<file path="src/rtl/mem_ctrl.sv">
// Byte-serial memory controller arbitrating icache fetches and LSB loads/stores onto one RAM/IO port.
// Optional IO write back-pressure is enabled by defining MEM_IO_STALL_EN.
module mem_ctrl #(
  parameter int unsigned       ADDR_W  = 32,
  parameter logic [ADDR_W-1:0] IO_BASE = 'h30000
) (
  input  logic              clk,
  input  logic              reset,
  input  logic              ready,
  input  logic              jump,
  input  logic              ic_req,
  input  logic [ADDR_W-1:0] ic_addr,
  output logic              ic_done,
  output logic [31:0]       ic_data,
  input  logic              lsb_req,
  input  logic              lsb_wr,
  input  logic [1:0]        lsb_len,
  input  logic [ADDR_W-1:0] lsb_addr,
  input  logic [31:0]       lsb_wdata,
  output logic              lsb_done,
  output logic [31:0]       lsb_rdata,
  input  logic [7:0]        mem_din,
  output logic [ADDR_W-1:0] mem_a,
  output logic [7:0]        mem_dout,
  output logic              mem_wr,
  input  logic              io_buffer_full
);

  typedef enum logic [1:0] {S_IDLE, S_READ, S_WRITE} state_t;
  typedef enum logic {OWN_IC, OWN_LSB} owner_t;

  state_t            state_q;
  owner_t            owner_q, last_owner_q;
  logic [1:0]        cnt_q, n_q;
  logic [31:0]       data_q;
  logic [23:0]       wdata_q;
  logic [ADDR_W-1:0] mem_a_q;
  logic [7:0]        mem_dout_q;
  logic              mem_wr_q;
  logic              ic_done_q, lsb_done_q;
  logic [31:0]       ic_data_q, lsb_rdata_q;

  logic        ic_p, lsb_p, grant_lsb, stall_w;
  logic [31:0] rd_word;

  // A requester whose done pulse is still visible has already been served.
  assign ic_p      = ic_req & ~ic_done_q & ~jump;
  assign lsb_p     = lsb_req & ~lsb_done_q;
  assign grant_lsb = lsb_p & (~ic_p | (last_owner_q == OWN_IC));

`ifdef MEM_IO_STALL_EN
  assign stall_w = (state_q == S_WRITE) && (mem_a_q >= IO_BASE) && io_buffer_full;
`else
  logic unused_ok;
  assign stall_w   = 1'b0;
  assign unused_ok = &{1'b0, io_buffer_full, IO_BASE[0]};
`endif

  // Final read word: last byte comes straight from mem_din, bytes beyond n are zero.
  always_comb begin
    rd_word = data_q;
    rd_word[8*cnt_q +: 8] = mem_din;
    case (n_q)
      2'd0:    rd_word[31:8]  = '0;
      2'd1:    rd_word[31:16] = '0;
      default: ;
    endcase
  end

  always_ff @(posedge clk or negedge reset) begin
    if (!reset) begin
      state_q      <= S_IDLE;
      owner_q      <= OWN_IC;
      last_owner_q <= OWN_LSB;
      cnt_q        <= '0;
      n_q          <= '0;
      data_q       <= '0;
      wdata_q      <= '0;
      mem_a_q      <= '0;
      mem_dout_q   <= '0;
      mem_wr_q     <= 1'b0;
      ic_done_q    <= 1'b0;
      lsb_done_q   <= 1'b0;
      ic_data_q    <= '0;
      lsb_rdata_q  <= '0;
    end else if (ready) begin
      ic_done_q  <= 1'b0;
      lsb_done_q <= 1'b0;
      case (state_q)
        S_IDLE: begin
          if (ic_p || lsb_p) begin
            cnt_q <= '0;
            if (grant_lsb) begin
              owner_q      <= OWN_LSB;
              last_owner_q <= OWN_LSB;
              mem_a_q      <= lsb_addr;
              n_q          <= lsb_len;
              if (lsb_wr) begin
                mem_dout_q <= lsb_wdata[7:0];
                wdata_q    <= lsb_wdata[31:8];
                mem_wr_q   <= 1'b1;
                state_q    <= S_WRITE;
              end else begin
                mem_wr_q <= 1'b0;
                state_q  <= S_READ;
              end
            end else begin
              owner_q      <= OWN_IC;
              last_owner_q <= OWN_IC;
              mem_a_q      <= ic_addr;
              n_q          <= 2'd3;
              mem_wr_q     <= 1'b0;
              state_q      <= S_READ;
            end
          end
        end
        S_READ: begin
          if (jump) begin
            mem_wr_q <= 1'b0;
            state_q  <= S_IDLE;
          end else begin
            data_q[8*cnt_q +: 8] <= mem_din;
            if (cnt_q == n_q) begin
              state_q <= S_IDLE;
              if (owner_q == OWN_IC) begin
                ic_done_q <= 1'b1;
                ic_data_q <= rd_word;
              end else begin
                lsb_done_q  <= 1'b1;
                lsb_rdata_q <= rd_word;
              end
            end else begin
              cnt_q   <= cnt_q + 2'd1;
              mem_a_q <= mem_a_q + ADDR_W'(1);
            end
          end
        end
        S_WRITE: begin
          if (!stall_w) begin
            if (cnt_q == n_q) begin
              mem_wr_q   <= 1'b0;
              lsb_done_q <= 1'b1;
              state_q    <= S_IDLE;
            end else begin
              cnt_q      <= cnt_q + 2'd1;
              mem_a_q    <= mem_a_q + ADDR_W'(1);
              mem_dout_q <= wdata_q[7:0];
              wdata_q    <= {8'h00, wdata_q[23:8]};
              mem_wr_q   <= 1'b1;
            end
          end
        end
        default: state_q <= S_IDLE;
      endcase
    end
  end

  assign mem_a     = mem_a_q;
  assign mem_dout  = mem_dout_q;
  assign mem_wr    = mem_wr_q & ~stall_w;
  assign ic_done   = ic_done_q;
  assign ic_data   = ic_data_q;
  assign lsb_done  = lsb_done_q;
  assign lsb_rdata = lsb_rdata_q;

endmodule

</file>
<file path="config.mk">
export PLATFORM = sky130hd
export DESIGN_NAME = mem_ctrl
export DESIGN_NICKNAME = d
export VERILOG_FILES = /design/src/rtl/mem_ctrl.sv
export SDC_FILE = /design/constraint.sdc
export NUM_CORES = 1
export LEC_CHECK = 0
export CAP_MARGIN = 25
export CORE_ASPECT_RATIO = 1.25
export CORE_MARGIN = 2
export CORE_UTILIZATION = 35
export CTS_BUF_LIST = sky130_fd_sc_hd__clkbuf_2
export CTS_CLUSTER_DIAMETER = 30
export DETAILED_ROUTE_END_ITERATION = 12
export DONT_BUFFER_PORTS = 1
export GPL_TIMING_DRIVEN = 0
export HOLD_SLACK_MARGIN = 0.1
export PLACE_DENSITY = 0.54
export SKIP_CTS_REPAIR_TIMING = 1
export SLEW_MARGIN = 15
export SYNTH_ARGS = -nofsm -noshare
export SYNTH_HDL_FRONTEND = slang
export SYNTH_SLANG_ARGS = --single-unit
</file>
<file path="constraint.sdc">
create_clock -name clk -period 2.2 [get_ports clk]
set_clock_uncertainty 0.15 [all_clocks]
set_input_delay 0 -clock clk [delete_from_list [all_inputs] [get_ports clk]]
set_output_delay 0 -clock clk [all_outputs]
set_load 0.005 [all_outputs]
</file>
# Word level (Yosys, flattened, before mapping)
# Cells that the tools add are included.
# word_totals
inputBits	114
ff_bits	171
elab_cells	99
output_inout_bits	107
# op_classes
n_shift	2
muxes	45
addsub	3
eq_ne	10
n_bitwise	11
n_reduce_logical	14
# op_table
cell	count
$mux 32	4
$mux 24	4
$pmux 32 s3	1
$pmux 24 s2	1
$mux 8	5
$neg 5->34	1
$shift 8x34->32 const A	1
$shiftx 8x34->32	1
$add 32x1->32 const B	1
$bwmux 32	1
$mux 2	9
$mux 16	1
$pmux 8 s2	1
$mux 1	14
$ne 2x2->1 const B	6
$pmux 2 s3	2
$reduce_and 5->1	2
$reduce_and 4->1	2
$not 1->1	6
$reduce_and 3->1	2
$reduce_and 6->1	1
$and 1x1->1	4
$eq 2x1->1 const B	2
$logic_not 2->1	2
other kinds (11)	11

# Depth between registers and ports, before layout
# depth
word_depth	9
depth_mapped	10
depth_no_buf	7

# Least setup slack after synthesis
# Ideal clock, no wire load.
# synth_timing
kind	reg2reg
from	reg cnt_q[0]
to	reg data_q[0]
t_required_ns	1.984
setup_time_ns	0.066
synth_period_minus_slack_ns	2.311
path_stages_with_launch	9
path_buffers	2
setup_slack_ns	-0.111
arrival_ns	2.095
path_cell_list	dfrtp_1 -> clkbuf_2 -> inv_1 -> ha_1 -> nand2_1 -> nor3_1 -> and2_1 -> clkbuf_1 -> a22o_1
# synth_between
elab_chain_len	3
elab_cells_between_ends	4
classes_between	add/sub: 1; shift: 2; mux: 1
# synth_lines
item	line	rtl
from (decl)	34	logic [1:0] cnt_q, n_q;
from (signal assigned)	133	cnt_q <= cnt_q + 2'd1;
from (signal assigned)	145	cnt_q <= cnt_q + 2'd1;
$neg 5->34 (*)	122	data_q[8*cnt_q +: 8] <= mem_din;
$shiftx 8x34->32 / $shift 8x34->32 (equally long branches)	122	
$bwmux 32 (*)	122	
to (signal, indexed assignment)	122	
to (decl)	35	logic [31:0] data_q;
# Every way passes the cells marked *; elsewhere a longest branch is shown, timed or not.
# A chain may end at the register's enable or synchronous reset.

# Final worst setup path
# layout_timing
from	reg state_q[1]
to	reg ic_data_q[15] (netlist: ic_data[15])
# layout_between
elab_chain_len	2
# layout_lines
item	line	rtl
from (decl)	32	state_t state_q;
from (signal assigned)	72	state_q <= S_IDLE;
from (signal assigned)	102	state_q <= S_WRITE;
from (signal assigned)	105	state_q <= S_READ;
$eq 2x1->1	89	case (state_q)
$reduce_and 5->1 (no source line)	--	
to (signal assigned)	127	ic_data_q <= rd_word;
to (decl)	41	logic [31:0] ic_data_q, lsb_rdata_q;
# Every way passes these cells.

==> metrics.md <==
| Metric | Value |
|---|---|
| Status | finished with violations |
| Failing checks | negative hold slack, negative setup slack |
| Share of cells above drive strength 1 | 0.228 |
| CTS Sinks | 171 |
| Setup ws final | -0.115 ns |
| Psw | 5.46 mW |
| Syn_nets | 995 |
| Post-route ant nets | 0 |
| Async S/R FF share, synth | 1.00 |
| CTS H-Tree Depth | 4 |
| Gr ovfl total | 0 |
| Final instance area | 12000 µm² |
| TritonCTS Buffers | 17 |
| Core region area | 24300 µm² |
| Multi-input combinational cell area | 4250 µm² |
| Initial core utilization | 0.353 |
| CTS Root Cell | clkbuf_2 |
| Remaining DRCs | 0 |
| Area occupied by registers | 4290 µm² |
| Internal power | 7.04 mW |
| Reg power frac | 0.421 |
| Post-place setup slack | -0.782 ns |
| Switching Fraction | 0.437 |
| Worst EP arrival | 2.88 ns |
| Yosys reg bits | 171 |
| Clock group share of total power | 0.135 |
| Clock Latency Late Sink | 0.83 ns |
| Hold Vio Cnt, Final | 312 |
| Critical path endpoint | ic_data[15] |
| Pwr Total | 12.5 mW |
| Gate power share | 0.444 |
| Placed inst area | 9010 µm² |
| Crit share post-route | 1.05 |
| CP startpoint | state_q[1] |
| Power density cells | 1040 nW/µm² |
| EDFF count, synth | 0 |
| Hold Path Class | input pin to async pin |
| Most frequent cells in the layout | dlygate4sd3_1, dfrtp_1, nand2_1 |
| Total Wirelength | 29100 µm |
| # rows | 64 |
| Global placement routability congestion | 0.879 |
| TritonCTS clock tree | yes |
| Die H | 179 µm |
| # nets final | 1236 |
| RR Endpoint | ic_data[15] |
| Slew @ Worst Pin | 0.575 ns |
| Initial antenna violation count | 1 |
| Sequential area share after synthesis | 0.499 |
| Max-Cap Viols | 0 |
| Final setup viols | 39 |
| Most common cell after layout, fill and taps aside | dlygate4sd3_1 |
| Detailed Place HPWL | 18300 µm |
| Synth cell types | 54 |
| I/O Pins | 221 |
| Fill cell count | 2219 |
| CP endpoint kind | register |
| First-pass GRT wire length | 37700 µm |
| Relative slew slack | 0.617 |
| Vias in the first global route | 6526 |
| Fmax | 0.432 GHz |
| WHS | -1.34 ns |
| Pleak | 5.08 nW |
| Synth-to-Final Area Change | 40.3% |
| Final Slew Violations | 0 |
| Most used DFF post-synth | dfrtp_1 |
| Setup total negative slack | -2.96 ns |
| Post-Syn Area | 8580 µm² |
| Maximum clock path buffer count | 2 |
| Crit start category | register |
| Crit-path max FO | 5 |
| Wire per inst | 20.0 µm |
| Required @ worst endpoint | 2.76 ns |
| RSZ-0062 raised after global routing | true |
| DR vias | 7871 |
| All-layer global routing usage | 0.193 |
| Min cycle time layout | 2.31 ns |
| Synth warn | 0 |
| Mapped Avg Cell Area | 9.85 µm² |
| Initial DRC count | 448 |
| Port bufs | 0 |
| Crit Path Category | register to register |
| Clk slew on worst S/H paths | 0.34 ns |
| RR Startpoint | state_q[1] |
| DR pass1 iterations | 5 |
| Worst R2R Setup Slack | -0.11 ns |
| Mean number of vias per cell | 5.40 |
| Die Span X | 144 µm |
| Max VDD drop | 515 µV |
| Largest net degree at the start of global routing | 172 |
| R2R depth | 10 |
| Post-Syn Instances | 871 |
| Die Footprint | 25800 µm² |
synth_stat cells (all sizes together) (5+ instances only):
master | number | area share
and2 | 5 | 0.0036
o22ai | 15 | 0.011
nand2b | 18 | 0.013
nor2 | 29 | 0.013
nand3 | 39 | 0.023
nor2b | 18 | 0.013
ha | 10 | 0.015
o221a | 24 | 0.032
buf | 19 | 0.012
nand4 | 17 | 0.012
mux2i | 12 | 0.014
inv | 40 | 0.018
a22o | 43 | 0.044
and3 | 11 | 0.0080
nand2 | 105 | 0.046
a2bb2oi | 17 | 0.017
or2b | 8 | 0.0070
dfrtp | 170 | 0.50
clkbuf | 44 | 0.021
a21oi | 55 | 0.032
o21ai | 78 | 0.046
mux2 | 39 | 0.051
nor3 | 13 | 0.0088
power by group through the flow:
stage / logic (mW) / clock network (mW) / registers [mW]
floorplan: 3.24 / 0 / 4.88
global placement: 4.23 / 0 / 5.24
detailed placement: 4.28 / 0 / 5.25
CTS: 4.29 / 1.77 / 5.18
global route: 6.00 / 1.88 / 5.41
finish: 5.54 / 1.69 / 5.26
layer usage:
layer | track usage | wire (µm) | share of wire | vias to the layer above
met5 | 0 | 0 | 0 | -
met1 | 0.229 | 11200 | 0.39 | 3807
met2 | 0.338 | 14800 | 0.51 | 373
met3 | 0.0577 | 2200 | 0.076 | 64
li1 | - | - | - | 3627
met4 | 0.0576 | 796 | 0.027 | 0
per-stage QoR:
step / utilization / instances
floorplan: - / 871
global placement: 0.371 / 1201
detailed placement: 0.371 / 1201
CTS: 0.381 / 1233
global route: 0.496 / 1456
finish: 0.496 / 1457
cells by family after synthesis:
| group | synth area share |
|---|---|
| muxes | 0.0652 |
| and+or+nand+nor | 0.165 |
| xor gates and xnor gates | 0.00204 |
| buffers and inverters | 0.0505 |
| adders and majority gates | 0.0146 |
| AOI/OAI and AO/OA | 0.203 |
| DFF | 0.499 |
how the worst min path moves through the flow:
stage / startpoint / endpoint / slack [ns] / cells past startpoint
final: reset / mem_a[6] / -1.34 / 0
after CTS: reset / mem_a[11] / -1.44 / 0
after global placement: reset / lsb_rdata[4] / -0.44 / 0
after floorplan: reset / cnt_q[0] / -0.45 / 0
after detailed placement: reset / lsb_rdata[6] / -0.44 / 0
after global routing: reset / lsb_rdata[18] / -1.44 / 0
state kept, by name (all words and copies together), names as in the netlist, 8 cells and up:
signal,flops
data_q,32
ic_data,32
lsb_rdata,32
mem_a,32
wdata_q,24
mem_dout,8
worst max-delay path, stage by stage, from the launching register on:
cell     delay (ns)
dfrtp_1        0.49
inv_2          0.11
ha_4           0.13
nor2b_4        0.18
and2_4         0.16
buf_6          0.10
nor3b_4        0.23
buf_6          0.16
buf_4          0.11
buf_8          0.11
mux2_2         0.32
layout make-up:
cell class | count | area share
Sequential cell | 171 | 0.357
Multi-Input combinational cell | 597 | 0.353
Timing Repair Buffer | 229 | 0.189
Tap cell | 330 | 0.0343
Buffer | 56 | 0.0339
Inverter | 40 | 0.0127
Clock inverter | 15 | 0.0126
Clock buffer | 17 | 0.00707
Antenna cell | 2 | 0.000416
(Power assumes the default switching activity.)
